## src/rtl/imm_instr_encoder_pkg.sv

```systemverilog
// Shared immediate-class constants, field limits and the check->assemble bundle.
// Used by imm_instr_encoder, imm_range_check and the immediate extender.
package imm_instr_encoder_pkg;

  localparam logic [1:0] IMM_I = 2'b00;
  localparam logic [1:0] IMM_S = 2'b01;
  localparam logic [1:0] IMM_B = 2'b10;
  localparam logic [1:0] IMM_J = 2'b11;

  localparam int IMM12_MIN = -2048;
  localparam int IMM12_MAX = 2047;
  localparam int IMM13_MIN = -4096;
  localparam int IMM13_MAX = 4094;
  localparam int IMM21_MIN = -1048576;
  localparam int IMM21_MAX = 1048574;

  // Only imm[20:0] is ever placed in an instruction word.
  typedef struct packed {
    logic [1:0]  src;
    logic [20:0] imm;
    logic [4:0]  rd;
    logic [4:0]  rs1;
    logic [4:0]  rs2;
    logic [2:0]  funct3;
    logic [6:0]  opcode;
    logic        err;
  } s1_t;

endpackage

```

## src/rtl/imm_range_check.sv

```systemverilog
// Combinational range/alignment check of an immediate for its class.
// Ports: ImmSrc, Imm in; err out (1 = does not fit or misaligned).
module imm_range_check
  import imm_instr_encoder_pkg::*;
(
  input  logic [1:0]  ImmSrc,
  input  logic [31:0] Imm,
  output logic        err
);

  logic signed [31:0] v;
  assign v = $signed(Imm);

  always_comb begin
    err = 1'b0;
    unique case (ImmSrc)
      IMM_I, IMM_S:
        err = (v < IMM12_MIN) || (v > IMM12_MAX);
      IMM_B:
        err = (v < IMM13_MIN) || (v > IMM13_MAX) || Imm[0];
      IMM_J:
        err = (v < IMM21_MIN) || (v > IMM21_MAX) || Imm[0];
    endcase
  end

endmodule

```

## src/rtl/imm_instr_encoder.sv

```systemverilog
// Two-stage valid/ready encoder: range check, then I/S/B/J bit assembly.
// Ports: clk, reset_n, in_valid/in_ready + fields in; out_valid/out_ready, Instr, range_err, err_count.
module imm_instr_encoder
  import imm_instr_encoder_pkg::*;
#(
  parameter int ERR_CNT_W = 8
) (
  input  logic                 clk,
  input  logic                 reset_n,
  input  logic                 in_valid,
  output logic                 in_ready,
  input  logic [1:0]           ImmSrc,
  input  logic [31:0]          Imm,
  input  logic [6:0]           opcode,
  input  logic [4:0]           rd,
  input  logic [4:0]           rs1,
  input  logic [4:0]           rs2,
  input  logic [2:0]           funct3,
  output logic                 out_valid,
  input  logic                 out_ready,
  output logic [31:0]          Instr,
  output logic                 range_err,
  output logic [ERR_CNT_W-1:0] err_count
);

  s1_t         s1_q;
  logic        s1_valid;
  logic        err_d;
  logic        s2_ready;
  logic [31:0] instr_d;

  imm_range_check u_chk (
    .ImmSrc (ImmSrc),
    .Imm    (Imm),
    .err    (err_d)
  );

  // S2 frees when empty or draining; S1 frees whenever S2 can take its beat.
  assign s2_ready = !out_valid || out_ready;
  assign in_ready = !s1_valid || s2_ready;

  always_ff @(posedge clk or negedge reset_n) begin
    if (!reset_n) begin
      s1_valid <= 1'b0;
      s1_q     <= '0;
    end else if (in_ready) begin
      s1_valid <= in_valid;
      if (in_valid) begin
        s1_q.src    <= ImmSrc;
        s1_q.imm    <= Imm[20:0];
        s1_q.rd     <= rd;
        s1_q.rs1    <= rs1;
        s1_q.rs2    <= rs2;
        s1_q.funct3 <= funct3;
        s1_q.opcode <= opcode;
        s1_q.err    <= err_d;
      end
    end
  end

  always_comb begin
    instr_d = '0;
    unique case (s1_q.src)
      IMM_I:
        instr_d = {s1_q.imm[11:0], s1_q.rs1,
                   s1_q.funct3, s1_q.rd, s1_q.opcode};
      IMM_S:
        instr_d = {s1_q.imm[11:5], s1_q.rs2, s1_q.rs1,
                   s1_q.funct3, s1_q.imm[4:0], s1_q.opcode};
      IMM_B:
        instr_d = {s1_q.imm[12], s1_q.imm[10:5],
                   s1_q.rs2, s1_q.rs1, s1_q.funct3,
                   s1_q.imm[4:1], s1_q.imm[11], s1_q.opcode};
      IMM_J:
        instr_d = {s1_q.imm[20], s1_q.imm[10:1],
                   s1_q.imm[11], s1_q.imm[19:12],
                   s1_q.rd, s1_q.opcode};
    endcase
  end

  always_ff @(posedge clk or negedge reset_n) begin
    if (!reset_n) begin
      out_valid <= 1'b0;
      Instr     <= '0;
      range_err <= 1'b0;
    end else if (s2_ready) begin
      out_valid <= s1_valid;
      if (s1_valid) begin
        Instr     <= instr_d;
        range_err <= s1_q.err;
      end
    end
  end

  always_ff @(posedge clk or negedge reset_n) begin
    if (!reset_n) begin
      err_count <= '0;
    end else if (out_valid && out_ready && range_err &&
                 (err_count != {ERR_CNT_W{1'b1}})) begin
      err_count <= err_count + ERR_CNT_W'(1);
    end
  end

endmodule

```

## config.mk

```make
export PLATFORM = sky130hd
export DESIGN_NAME = imm_instr_encoder
export DESIGN_NICKNAME = d
export VERILOG_FILES = /design/src/rtl/imm_instr_encoder_pkg.sv /design/src/rtl/imm_range_check.sv /design/src/rtl/imm_instr_encoder.sv
export SDC_FILE = /design/constraint.sdc
export NUM_CORES = 1
export LEC_CHECK = 0
export ABC_AREA = 1
export ABC_CLOCK_PERIOD_IN_PS = 1700
export BUFFER_PORTS_ARGS = -buffer_cell sky130_fd_sc_hd__buf_2
export CAP_MARGIN = 20
export CORE_ASPECT_RATIO = 1.2
export CORE_UTILIZATION = 40
export DETAILED_ROUTE_END_ITERATION = 10
export GPL_TIMING_DRIVEN = 0
export PLACE_DENSITY = 0.59
export SLEW_MARGIN = 20
export SYNTH_ARGS = -nofsm -noshare
export SYNTH_HDL_FRONTEND = slang
export SYNTH_SLANG_ARGS = --single-unit
```

## constraint.sdc

```tcl
create_clock -name clk -period 1.7 [get_ports clk]
set_input_delay 0 -clock clk [delete_from_list [all_inputs] [get_ports clk]]
set_output_delay 0 -clock clk [all_outputs]
set_load 0.05 [all_outputs]
```

== Yosys cells after proc, flatten, opt, wreduce, memory -nomap -nowiden ==
Index checks and enable logic that the tools add are counted.
Word-level totals
  input port bits: 63
  output and inout bits: 43
  word-level logic and storage cells: 46
  bits in registers: 92
Operators by class
  order comparisons: 6
  $add $sub $neg: 1
  reduce and logical (&&, ||, !) cells: 17
  muxes and demuxes: 2
  eq/ne operators: 7
Operators by type and width (number)
  32-bit one-hot mux with 4 select lines: 1
  32-bit by 12-bit > comparator with 1-bit output, second input constant: 1
  32-bit by 13-bit > comparator with 1-bit output, second input constant: 1
  32-bit by 21-bit > comparator with 1-bit output, second input constant: 1
  32-bit by 12-bit less-than comparator with 1-bit output, second input constant: 1
  32-bit by 13-bit less-than comparator with 1-bit output, second input constant: 1
  32-bit by 21-bit less-than comparator with 1-bit output, second input constant: 1
  8-bit by 1-bit adder with 8-bit output, second input constant: 1
  2-bit equality test, second input constant: 4
  8-bit inequality test, second input constant: 1
  1-bit logical OR: 7
  2-bit by 1-bit equality test with 1-bit output, second input constant: 2
  2-bit zero test: 2
  2-bit AND reduction: 2
  1-bit logical AND: 3
  1-bit one-hot mux with 3 select lines: 1
  1-bit zero test: 2
  2-bit OR reduction: 1

== Longest topological paths before layout ==
Gate-level depths: netlist of run 1.
  word-level depth: 4
  depth in mapped cells: 10
  gate-level depth less buffers: 10

== By module ==
Synthesis of run 1 repeated with hierarchy kept, for this count alone.
Second synthesis, totals
  cell total of the unflattened synthesis: 544
  area, all modules: 4320.4 um2
By module, submodules not included
  imm_instr_encoder: instances 1, seq. area each 2302.2 um2, cells an instance 455, area each 3921.3 um2
  imm_range_check: instances 1, seq. area each 0.0 um2, cells an instance 89, area each 399.1 um2

== Worst setup path after synthesis of run 1 ==
OpenSTA, ideal clock, no wires.
  kind: reg-to-reg
  start point: register out_valid
  end point: register s1_q[18] (netlist bit)
  slack: -279 ps
  arrival time: 1851 ps
  clock period less this slack: 1979 ps
  stages on the path, launching flop included: 5
  path buffers: 1
  path through: dfrtp_1 -> nand3_2 -> nand2_2 -> buf_2 -> mux2_1
Between the ends
  word-level cells in the longest chain between the ends: 4
Ends and longest elaborated chain
  start: declaration: RTL line imm_instr_encoder.sv:19  | output logic out_valid,
  start signal: assignment: RTL line imm_instr_encoder.sv:87  | out_valid <= s1_valid;
  1-bit zero test: RTL line imm_instr_encoder.sv:39  | assign s2_ready = !out_valid || out_ready;
  1-bit logical OR: RTL line imm_instr_encoder.sv:39
  1-bit logical OR: RTL line imm_instr_encoder.sv:40  | assign in_ready = !s1_valid || s2_ready;
  named net in_ready: RTL line imm_instr_encoder.sv:11  | output logic in_ready,
  2-bit AND reduction (no line)
  end: declaration: RTL line imm_instr_encoder.sv:26  | s1_t s1_q;
The timed path passes the listed nets, and every way through them passes these cells.
A chain may end at the register's enable or synchronous reset.

== Worst setup path after layout of run 1 ==
  start point: register err_count[1]
  end point: register err_count[1]
Between the ends
  word-level cells in the longest chain between the ends: 2
  elaborated cells between the ends (all ways): 3
  those cells by class: add/sub: 1; eq/ne: 1; reduce/logical: 1
Ends and longest elaborated chain
  start: declaration: RTL line imm_instr_encoder.sv:23  | output logic [ERR_CNT_W-1:0] err_count
  start signal: assignment: RTL line imm_instr_encoder.sv:100  | err_count <= err_count + ERR_CNT_W'(1);
  branches (longest 2 deep; another with 8-bit by 1-bit adder with 8-bit output)
Several ways; the timed one is not identified.

==> metrics.csv, run 1 <==
stage;metric;value;unit
clock_tree;ctsLongestPathBuffers;2;
power;power_density;1440;nW/um^2
worst_hold_path;hp-class;in2reg;
clock_tree;cts_root_buf;clkbuf_16;
routing;via_per_inst;4.79;
routing;routedWlPerCell;14.1;um
synthesis;synth_compound_area_share;7.43;%
synthesis;synth_cell_types;26;
synthesis;synth_seq_cells;92;
floorplan;start_util;41.6;%
clock_tree;cts_hold_buf;49;
floorplan;die_w;93.6;um
timing;setup_ws;0.140;ns
global_route;grt_pass1_wl;16.7;mm
run;maxCapViolations;0;
global_route;grt_max_degree;67;
power;p_leak;2.72;nW
placed_design;dp_cells;651;
routing;dr.pass1.iters;4;
timing;period_needed;1.56;ns
placed_design;portBuffers;105;
power;ir_drop;0.638;mV
setup_path;required;1.91;ns
routing;drtAntennaViolNets;0;
setup_path;path_class;reg2reg;
routing;first_iter_violations;162;
clock_tree;cts-buffers-inserted;9;
setup_path;worst_r2r_endpoint;err_count[1]$_DFFE_PN0P_;
finish;nets;652;
finish;instances_no_fill;716;
clock_tree;cts_setup_buffers;0;
finish;final_common_cell;buf_2;
global_route;grt_pass1_vias;3411;
timing;rsz0062_at_grt;no;
synthesis;netlist_top_cells_area;dfrtp_1 (57%), nand2_1 (9.5%), mux2_1 (9.0%);
outcome;status;finished, final reports clean;
finish;diodes;0;
setup_path;worstPathArrival;1.77;ns
synthesis;synth_mux_area_share;10.1;%
clock_tree;htreeDepth;3;
floorplan;core_area;9660;um^2
routing;routed_wl;10.1;mm
clock_tree;clk_latency;0.34;ns
global_route;grt_use_total;21.2;%
placed_design;place_congestion;0.746;
finish;drive_above_1_share;25.3;%
timing;skew;0.00829;ns
timing;finalHoldViolCount;0;
clock_tree;tritoncts;built;
setup_path;ff2ff_path_depth;6;
floorplan;num_io_pins;106;
synthesis;syn-num-nets;486;
synthesis;synth-seq-area-share;57.2;%
floorplan;rows;39;
timing;setup_viol;0;
worst_hold_path;worstHoldEndpoint;s1_q[46]$_DFFE_PN0P_;
setup_path;r2r_start;err_count[1]$_DFFE_PN0P_;
clock_tree;clock_sinks;92;
synthesis;synth-xor-area-share;1.09;%
routing;vias;3428;
timing;finalMaxSlewViolations;0;
floorplan;die_area;10500;um^2
clock_tree;clk_pin_slew;0.06;ns
synthesis;syn_area_per_cell;9.54;um^2
placed_design;place_ws;0.135;ns
timing;max_freq;0.641;GHz
placed_design;dp_hpwl;6.91;mm
setup_path;critPathMaxFanout;5;
synthesis;yosys_warnings;0;
clock_tree;cts-resized-gates;0;
synthesis;synth_area;4020;um^2
finish;final_cell_mix;buf_2 (110), nand2_1 (102), dfrtp_1 (89);
setup_path;endpoint_kind;register;
timing;fin_crit_sh;91.7;%
finish;final_util;57.6;%
timing;worst_pin_slew;0.596;ns
synthesis;synth_simple_gate_area_share;19.4;%
global_route;antenna_found_initial;0;
synthesis;synth_top_area_share;57.2;%
global_route;grt.overflow.total;0;
timing;hold_slack;0.00457;ns
floorplan;die_h;112;um
synthesis;synth_top_family_by_area;simple AND/OR/NAND/NOR gates;
worst_hold_path;min_path_cells;3;
setup_path;r2r_slack;0.14;ns
worst_hold_path;min_from;Imm[20];
finish;syn_to_final_growth;38.4;%
synthesis;yosys.area.top_type;dfrtp_1;
timing;timing.slew.headroom;60.3;%
routing;drc;0;
setup_path;crit_path_start_kind;register;
synthesis;syn_inst;422;
synthesis;synth_fa_ha_area_share;0.311;%
==> per-stage QoR <==
step	cell area [um^2]	TNS, ns	power [mW]
after floorplan	4040	0	5.02
after global placement	4710	-24.32	5.74
after detailed placement	4750	0	5.80
after CTS	5570	0	8.08
after global routing	5570	0	8.45
final	5570	0	8.02
==> layer usage <==
metal	vias up	track usage [%]	share of wire, %
met2	88	35.0	50
met1	1626	27.8	46
li1	1707	-	-
met4	0	5.85	1.0
met3	7	5.12	3.9
met5	-	0	0
==> final cells by class <==
type                            instances  area (um^2)
Fill cell                             876         4090
Sequential cell                        92         2310
Multi-Input combinational cell        287         1550
Timing Repair Buffer                  155         1050
Clock buffer                           13          260
Tap cell                              123          154
Inverter                               30          113
Clock inverter                          3         68.8
Buffer                                 13         67.6
==> worst max path at each step <==
stage / from / to / slack, ns
after floorplan: err_count[2]$_DFFE_PN0P_ / err_count[1]$_DFFE_PN0P_ / 0.005
after global placement: reset_n / out_valid$_DFFE_PN0P_ / -0.43
after detailed placement: err_count[1]$_DFFE_PN0P_ / err_count[1]$_DFFE_PN0P_ / 0.13
after CTS: err_count[1]$_DFFE_PN0P_ / err_count[1]$_DFFE_PN0P_ / 0.13
after global routing: err_count[1]$_DFFE_PN0P_ / err_count[1]$_DFFE_PN0P_ / 0.03
final: err_count[1]$_DFFE_PN0P_ / err_count[1]$_DFFE_PN0P_ / 0.14
==> report_power, final <==
group          switching, mW  leakage (nW)  total (mW)  internal (mW)
sequential             0.334          1.08        3.05           2.72
clock                  0.822         0.160        2.19           1.37
combinational           2.03          1.48        2.77          0.744
==> cell usage after synthesis <==
master and instances:
a21oi_1 26, a31oi_1 3, and3_1 1, buf_2 6, buf_4 3, clkbuf_1 4
dfrtp_1 92, ha_1 1, inv_1 26, inv_2 4, mux2_1 32, mux2_2 4
nand2_1 102, nand2_2 2, nand2_4 1, nand3_1 17, nand3_2 2, nand4_1 2
nor2_1 54, nor2_2 1, nor2_4 1, nor3_2 3, o21ai_0 21, o21ai_1 9
xnor2_1 1, xor2_1 4
==> sequential cells by signal, summed over array words and instances (netlist names) <==
| signal | cells |
|---|---|
| s1_valid | 1 |
| err_count | 8 |
| s1_q | 49 |
| out_valid | 1 |
| Instr | 32 |
| range_err | 1 |
==> kinds of logic (layout without fill, tap and decap cells) <==
| family | Yosys count | in the layout |
|---|---|---|
| and+or+nand+nor | 186 | 186 |
| DFF | 92 | 92 |
| AOI/OAI and AO/OA | 59 | 59 |
| buffers and inverters | 43 | 214 |
| muxes | 36 | 36 |
| xor gates and xnor gates | 5 | 5 |
| adders and majority gates | 1 | 1 |
==> critical path, stage by stage, from the launching register on <==
cell and delay, ns:
dfrtp_2 0.38, ha_1 0.16, nand3_1 0.09, nor3_2 0.20
nand3_2 0.15, nand2_4 0.12, mux2_1 0.33
(Power assumes the default switching activity.)
==> inputs of run 2 (changes only) <==
--- a/config.mk
+++ b/config.mk
@@ -17,4 +17,5 @@
 export SLEW_MARGIN = 20
 export SYNTH_ARGS = -nofsm -noshare
 export SYNTH_HDL_FRONTEND = slang
+export SYNTH_HIERARCHICAL = 1
 export SYNTH_SLANG_ARGS = --single-unit
==> run 2 against run 1 <==
Register-to-register slack barely moved. Synthesized area up 7.4%. Flip-flop and latch count unchanged. Largest cell class unchanged. Highest routed layer unchanged.
==> metrics.csv, run 2 <==
stage;metric;value;unit;change
timing;worst_pin_slew;0.481;ns;-0.114 ns
setup_path;path_class;reg2reg;;
synthesis;syn-num-nets;608;;+25%
setup_path;required;1.93;ns;+0.02 ns
clock_tree;cts_root_buf;clkbuf_16;;
global_route;grt.overflow.total;0;;unchanged
routing;via_per_inst;4.79;;about the same
floorplan;start_util;41.1;%;-0.56 points
setup_path;endpoint_kind;register;;
global_route;antenna_found_initial;0;;unchanged
finish;instances_no_fill;845;;+18%
timing;skew;0.00492;ns;-0.00337 ns
global_route;grt_pass1_wl;18.2;mm;+9.1%
worst_hold_path;min_from;out_ready;;
worst_hold_path;hp-class;in2reg;;
setup_path;critPathMaxStageDelay;0.55;ns;+0.17 ns
floorplan;core_area;10500;um^2;+8.8%
power;ir_drop;0.483;mV;-24%
clock_tree;cts_hold_buf;54;;+10%
routing;drc;0;;unchanged
routing;drtAntennaViolNets;0;;unchanged
setup_path;r2r_slack;0.15;ns;about the same
timing;setup_viol;0;;unchanged
timing;rsz0062_at_grt;no;;
run;maxCapViolations;0;;unchanged
synthesis;yosys_warnings;6;;+6
placed_design;post_dp_cell_area;5040;um^2;+6.1%
worst_hold_path;worstHoldEndpoint;out_valid$_DFFE_PN0P_;;
global_route;grt_use_total;20.5;%;-0.74 points
clock_tree;clk_latency;0.33;ns;about the same
placed_design;place_congestion;0.815;;+9.3%
clock_tree;clock_sinks;92;;unchanged
floorplan;die_area;11200;um^2;+7.2%
synthesis;ys_top_cells_by_count;nand2_1 (190), dfrtp_1 (92), nor2_1 (58), nand3_1 (56), inv_1 (43);;
clock_tree;cts-buffers-inserted;9;;unchanged
synthesis;synth_top_flop_cell;dfrtp_1;;
floorplan;die_h;116;um;+3.6%
timing;period_needed;1.55;ns;-0.00725 ns
finish;final_util;55.8;%;-1.8 points
finish;final_cell_mix;nand2_1 (190), buf_2 (111), dfrtp_1 (92);;
floorplan;num_io_pins;106;;unchanged
global_route;grt_pass1_vias;3905;;+14%
routing;routed_wl;10.8;mm;+7.3%
timing;fin_crit_sh;91.3;%;-0.43 points
routing;first_iter_violations;193;;+19%
setup_path;ff2ff_path_depth;5;;-1
finish;final_common_cell;nand2_1;;
clock_tree;htreeDepth;3;;unchanged
timing;hold_slack;0.00156;ns;-0.00301 ns
global_route;grt_max_degree;62;;-7.5%
power;p_leak;3.06;nW;+13%
clock_tree;ctsLongestPathBuffers;2;;unchanged
outcome;status;finished, final reports clean;;
synthesis;synth_cell_types;24;;-7.7%
placed_design;dp_cells;778;;+20%
clock_tree;cts-resized-gates;0;;unchanged
routing;dr.pass1.iters;5;;+1
synthesis;yosys.area.top_type;dfrtp_1;;
finish;largest-register;s1_q;;
finish;largest_reg_flops;49;;unchanged
finish;nets;778;;+19%
timing;finalHoldViolCount;0;;unchanged
setup_path;cp_slowest_cell;dlygate4sd3_1;;
finish;fillers;984;;+12%
setup_path;critPathMaxFanout;10;;+5
setup_path;startpoint;out_valid$_DFFE_PN0P_;;
synthesis;synth_area;4320;um^2;+7.4%
setup_path;worstPathArrival;1.78;ns;about the same
placed_design;place_ws;0.337;ns;+0.202 ns
clock_tree;cts_setup_buffers;0;;unchanged
finish;diodes;0;;unchanged
placed_design;portBuffers;104;;-0.95%
setup_path;r2r_start;out_valid$_DFFE_PN0P_;;
synthesis;yosysMostFrequentCell;nand2_1;;
synthesis;synth_seq_cells;92;;unchanged
synthesis;async_flop_share;100;%;unchanged
finish;syn_to_final_growth;35.9;%;
floorplan;rows;41;;+5.1%
synthesis;syn_area_per_cell;7.94;um^2;-17%
finish;finalInstanceArea;5870;um^2;+5.4%
synthesis;netlist_top_cells_area;dfrtp_1 (53%), nand2_1 (17%), nand3_1 (6.5%);;
finish;reg.largest.list;s1_q: 49 flops, Instr: 32 flops, err_count: 8 flops;;
synthesis;syn_inst;544;;+29%
routing;routedWlPerCell;12.8;um;-9.1%
synthesis;synth_edf_count;0;;unchanged
setup_path;crit_path_start_kind;register;;
finish;drive_above_1_share;22.5;%;-2.8 points
clock_tree;tritoncts;built;;
timing;max_freq;0.644;GHz;+0.47%
setup_path;worst_r2r_endpoint;s1_q[10]$_DFFE_PN0P_;;
power;power_density;1330;nW/um^2;-7.5%
synthesis;synth-seq-area-share;53.3;%;-3.9 points
setup_path;crit_chain;nand3_2 > buf_4 > nand3_1 > dlygate4sd3_1 > nand2_1;;
timing;finalMaxSlewViolations;0;;unchanged
floorplan;die_w;96.9;um;+3.5%
placed_design;dp_hpwl;7.82;mm;+13%
routing;vias;4044;;+18%
synthesis;synth_top_area_share;53.3;%;-3.9 points
worst_hold_path;min_path_cells;4;;+1
timing;timing.slew.headroom;67.9;%;+7.6 points
clock_tree;clk_pin_slew;0.06;ns;about the same
timing;setup_ws;0.148;ns;+0.00725 ns
-- run 2: cell count changes after synthesis, sizes merged, moves of 10 or more --
cell	change
a21oi	+14
mux2	-36
inv	+17
nand3	+41
o21ai	-18
buf	+10
nor2	+14
nand2	+91
-- run 2: critical path, delay by kind of cell, from the launching register on --
kind                   cells  cell delay, ns
DFF                        1            0.42
and+or+nand+nor            3            0.27
buffers and inverters      2            0.76
-- run 2: area by class of cell --
cell class	count	area, um^2	share of cell area [%]
multi-input cells	384	1700	28.9
well taps	129	161	2.75
plain buffers	20	138	2.34
clock inverters	3	65.1	1.11
clock buffers	10	229	3.90
inverters	48	185	3.15
repair buffers	159	1090	18.6
flip-flops and latches	92	2300	39.2
-- run 2: layer usage --
layer  up-vias  global-route usage, %  wire length [um]
met5         -                      0                 0
met4         0                   8.56               280
met3        20                   3.56               348
met2        96                   35.7              5450
met1      1888                   25.3              4770
li1       2040                      -                 -
-- run 2: kinds of logic after synthesis --
| family | Yosys count | share of synthesized area [%] |
|---|---|---|
| xor gates and xnor gates | 3 | 0.608 |
| adders and majority gates | 1 | 0.290 |
| and+or+nand+nor | 328 | 32.3 |
| buffers and inverters | 68 | 7.47 |
| DFF | 92 | 53.3 |
| AOI/OAI and AO/OA | 52 | 6.02 |
-- run 2: per-stage QoR --
stage	power, mW	TNS (ns)
finish	7.82	0
global route	8.27	0
CTS	7.91	0
detailed placement	5.76	0
global placement	5.70	-21.98
floorplan	4.98	0
-- run 2: worst max path at each step --
| stage | to | slack [ns] |
|---|---|---|
| after floorplan | err_count[5]$_DFFE_PN0P_ | 0.12 |
| after global placement | Instr[25]$_DFFE_PN0P_ | -0.25 |
| after CTS | s1_q[10]$_DFFE_PN0P_ | 0.16 |
| final | s1_q[10]$_DFFE_PN0P_ | 0.15 |
| after global routing | s1_q[10]$_DFFE_PN0P_ | 0.05 |
| after detailed placement | err_count[1]$_DFFE_PN0P_ | 0.34 |
-- run 2: power breakdown --
| group | internal [mW] | switching (mW) |
|---|---|---|
| sequential | 2.68 | 0.307 |
| combinational | 0.765 | 2.05 |
| clock | 1.26 | 0.763 |
| total | 4.70 | 3.12 |
==> inputs of run 3 (changes only) <==
--- a/config.mk
+++ b/config.mk
@@ -10,9 +10,9 @@
 export BUFFER_PORTS_ARGS = -buffer_cell sky130_fd_sc_hd__buf_2
 export CAP_MARGIN = 20
 export CORE_ASPECT_RATIO = 1.2
+export CORE_MARGIN = 3
 export CORE_UTILIZATION = 40
 export DETAILED_ROUTE_END_ITERATION = 10
-export GPL_TIMING_DRIVEN = 0
 export PLACE_DENSITY = 0.59
 export SLEW_MARGIN = 20
 export SYNTH_ARGS = -nofsm -noshare
==> run 3 against run 2 <==
Cell count decreased by 1.8%. Worst setup slack got worse by 0.0098 ns. Wire length down 1.6%. Critical path depth fell by 2. Die area rose by 7.7%. Non-clock buffer count down 15. Hold slack gained 0.0064 ns. Sequential share of layout area is 0.60 points higher.
==> metrics.csv, run 3 (synthesis results as in run 2) <==
stage;metric;value;unit;change
clock_tree;cts_setup_buffers;0;;unchanged
floorplan;die_w;101;um;+4.1%
clock_tree;ctsLongestPathBuffers;2;;unchanged
power;finalPower;7.85;mW;+0.39%
setup_path;endpoint_kind;output port;;
clock_tree;cts-buffers-inserted;9;;unchanged
clock_tree;clk_pin_slew;0.07;ns;about the same
power;p_int;4.72;mW;+0.38%
timing;worst_pin_slew;0.593;ns;+0.111 ns
power;p_leak;3.02;nW;-1.3%
placed_design;place_congestion;0.804;;-1.3%
global_route;grt.overflow.total;0;;unchanged
timing;final.setup.tns;0;ns;unchanged
clock_tree;cts_root_buf;clkbuf_16;;
floorplan;num_io_pins;106;;unchanged
timing;finalHoldViolCount;0;;unchanged
finish;largest-register;s1_q;;
power;p_sw;3.13;mW;+0.39%
timing;setup_viol;0;;unchanged
timing;timing.slew.headroom;60.5;%;-7.4 points
setup_path;crit_path_start_kind;register;;
power;power_density;1360;nW/um^2;+1.9%
finish;final_common_cell;nand2_1;;
routing;vias;3969;;-1.9%
finish;final_cell_mix;nand2_1 (190), buf_2 (104), dfrtp_1 (92);;
routing;first_iter_violations;120;;-38%
finish;syn_to_final_growth;33.8;%;
timing;hold_slack;0.00794;ns;+0.00638 ns
timing;max_freq;0.640;GHz;-0.62%
worst_hold_path;min_from;in_valid;;
placed_design;dp_hpwl;7.48;mm;-4.3%
floorplan;core_area;10300;um^2;-2.4%
placed_design;portBuffers;105;;+0.96%
routing;dr.pass1.iters;4;;-1
routing;drtAntennaViolNets;0;;unchanged
floorplan;start_util;42.1;%;+1.0 points
timing;rsz0062_at_grt;no;;
finish;largest_reg_flops;49;;unchanged
clock_tree;cts_hold_buf;51;;-5.6%
power;pwr-share-seq;37.9;%;-0.3 points
finish;diodes;0;;unchanged
global_route;antenna_found_initial;0;;unchanged
worst_hold_path;hp-class;in2reg;;
timing;skew;0.00843;ns;+0.00352 ns
clock_tree;cts-resized-gates;0;;unchanged
setup_path;r2r_start;out_valid$_DFFE_PN0P_;;
outcome;status;finished, final reports clean;;
power;power_frac_comb;35.1;%;-0.9 points
timing;finalMaxSlewViolations;0;;unchanged
routing;routedWlPerCell;12.9;um;+0.22%
routing;drc;0;;unchanged
finish;nets;763;;-1.9%
setup_path;critPathMaxFanout;20;;+10
routing;via_per_inst;4.78;;about the same
global_route;grt_max_degree;49;;-21%
setup_path;startpoint;out_valid$_DFFE_PN0P_;;
timing;period_needed;1.56;ns;+0.00975 ns
floorplan;die_h;120;um;+3.5%
finish;drive_above_1_share;21.9;%;-0.61 points
setup_path;path_class;reg2out;;
setup_path;required;1.70;ns;-0.23 ns
global_route;grt_pass1_vias;3942;;+0.95%
floorplan;rows;40;;-2.4%
setup_path;worstPathArrival;1.56;ns;-0.22 ns
timing;fin_crit_sh;91.9;%;+0.57 points
clock_tree;clock_sinks;92;;unchanged
power;power.share.clock;27.0;%;+1.1 points
global_route;grt_pass1_wl;18.1;mm;-0.42%
finish;reg.largest.list;s1_q: 49 flops, Instr: 32 flops, err_count: 8 flops;;
routing;routed_wl;10.7;mm;-1.6%
clock_tree;tritoncts;built;;
power;ir_drop;0.537;mV;+11%
run;maxCapViolations;0;;unchanged
clock_tree;clk_latency;0.34;ns;about the same
power;switching_share;39.9;%;about the same
global_route;grt_use_total;18.6;%;-1.8 points
clock_tree;htreeDepth;3;;unchanged
floorplan;die_area;12100;um^2;+7.7%
run 3: area by class of cell:
type,instances,area [um^2]
fill,961,4480
sequential,92,2300
multi-input combinational,384,1700
timing repair buffer,164,1120
clock buffer,11,243
inverter,48,185
tap,126,158
clock inverter,5,75.1
run 3: worst max-delay path: stages, from the launching register on:
cell	delay, ns
dfrtp_1	0.42
nand3_2	0.22
buf_4	0.28
buf_2	0.30
run 3: final timing paths:
kind                       cells after the start  slack, ns                    end
max reg2reg                                    4       0.19   s1_q[31]$_DFFE_PN0P_
min in group asynchronous                      2       0.21    s1_q[3]$_DFFE_PN0P_
min reg2reg                                    2       0.47   s1_q[33]$_DFFE_PN0P_
min                                            3      0.008    s1_q[7]$_DFFE_PN0P_
max in group asynchronous                      3       0.85  Instr[20]$_DFFE_PN0P_
max                                            3       0.14               in_ready
run 3: power groups by stage:
stage	combinational (mW)	sequential (mW)	clock (mW)
3_3_place_gp	2.66	3.00	0
5_1_grt	3.00	3.04	2.27
3_5_place_dp	2.69	3.01	0
4_1_cts	2.79	2.98	2.19
2_1_floorplan	0.868	4.11	0
6_report	2.76	2.97	2.12
run 3: layer usage:
metal,global-route usage [%],vias to the layer above,share of wire [%]
li1,-,2013,-
met1,24.3,1842,44
met2,31.3,102,50
met3,2.44,12,4.0
met4,6.91,0,1.7
met5,0,-,0
run 3: metrics by stage:
step	setup slack [ns]	cell area (um^2)	instances	utilization (%)
2_1_floorplan	0.124	4320	544	-
3_3_place_gp	0.263	4950	763	48.3
3_5_place_dp	0.262	4950	763	48.3
4_1_cts	0.107	5780	830	56.4
5_1_grt	0.0358	5780	830	56.4
6_report	0.138	5780	830	56.4
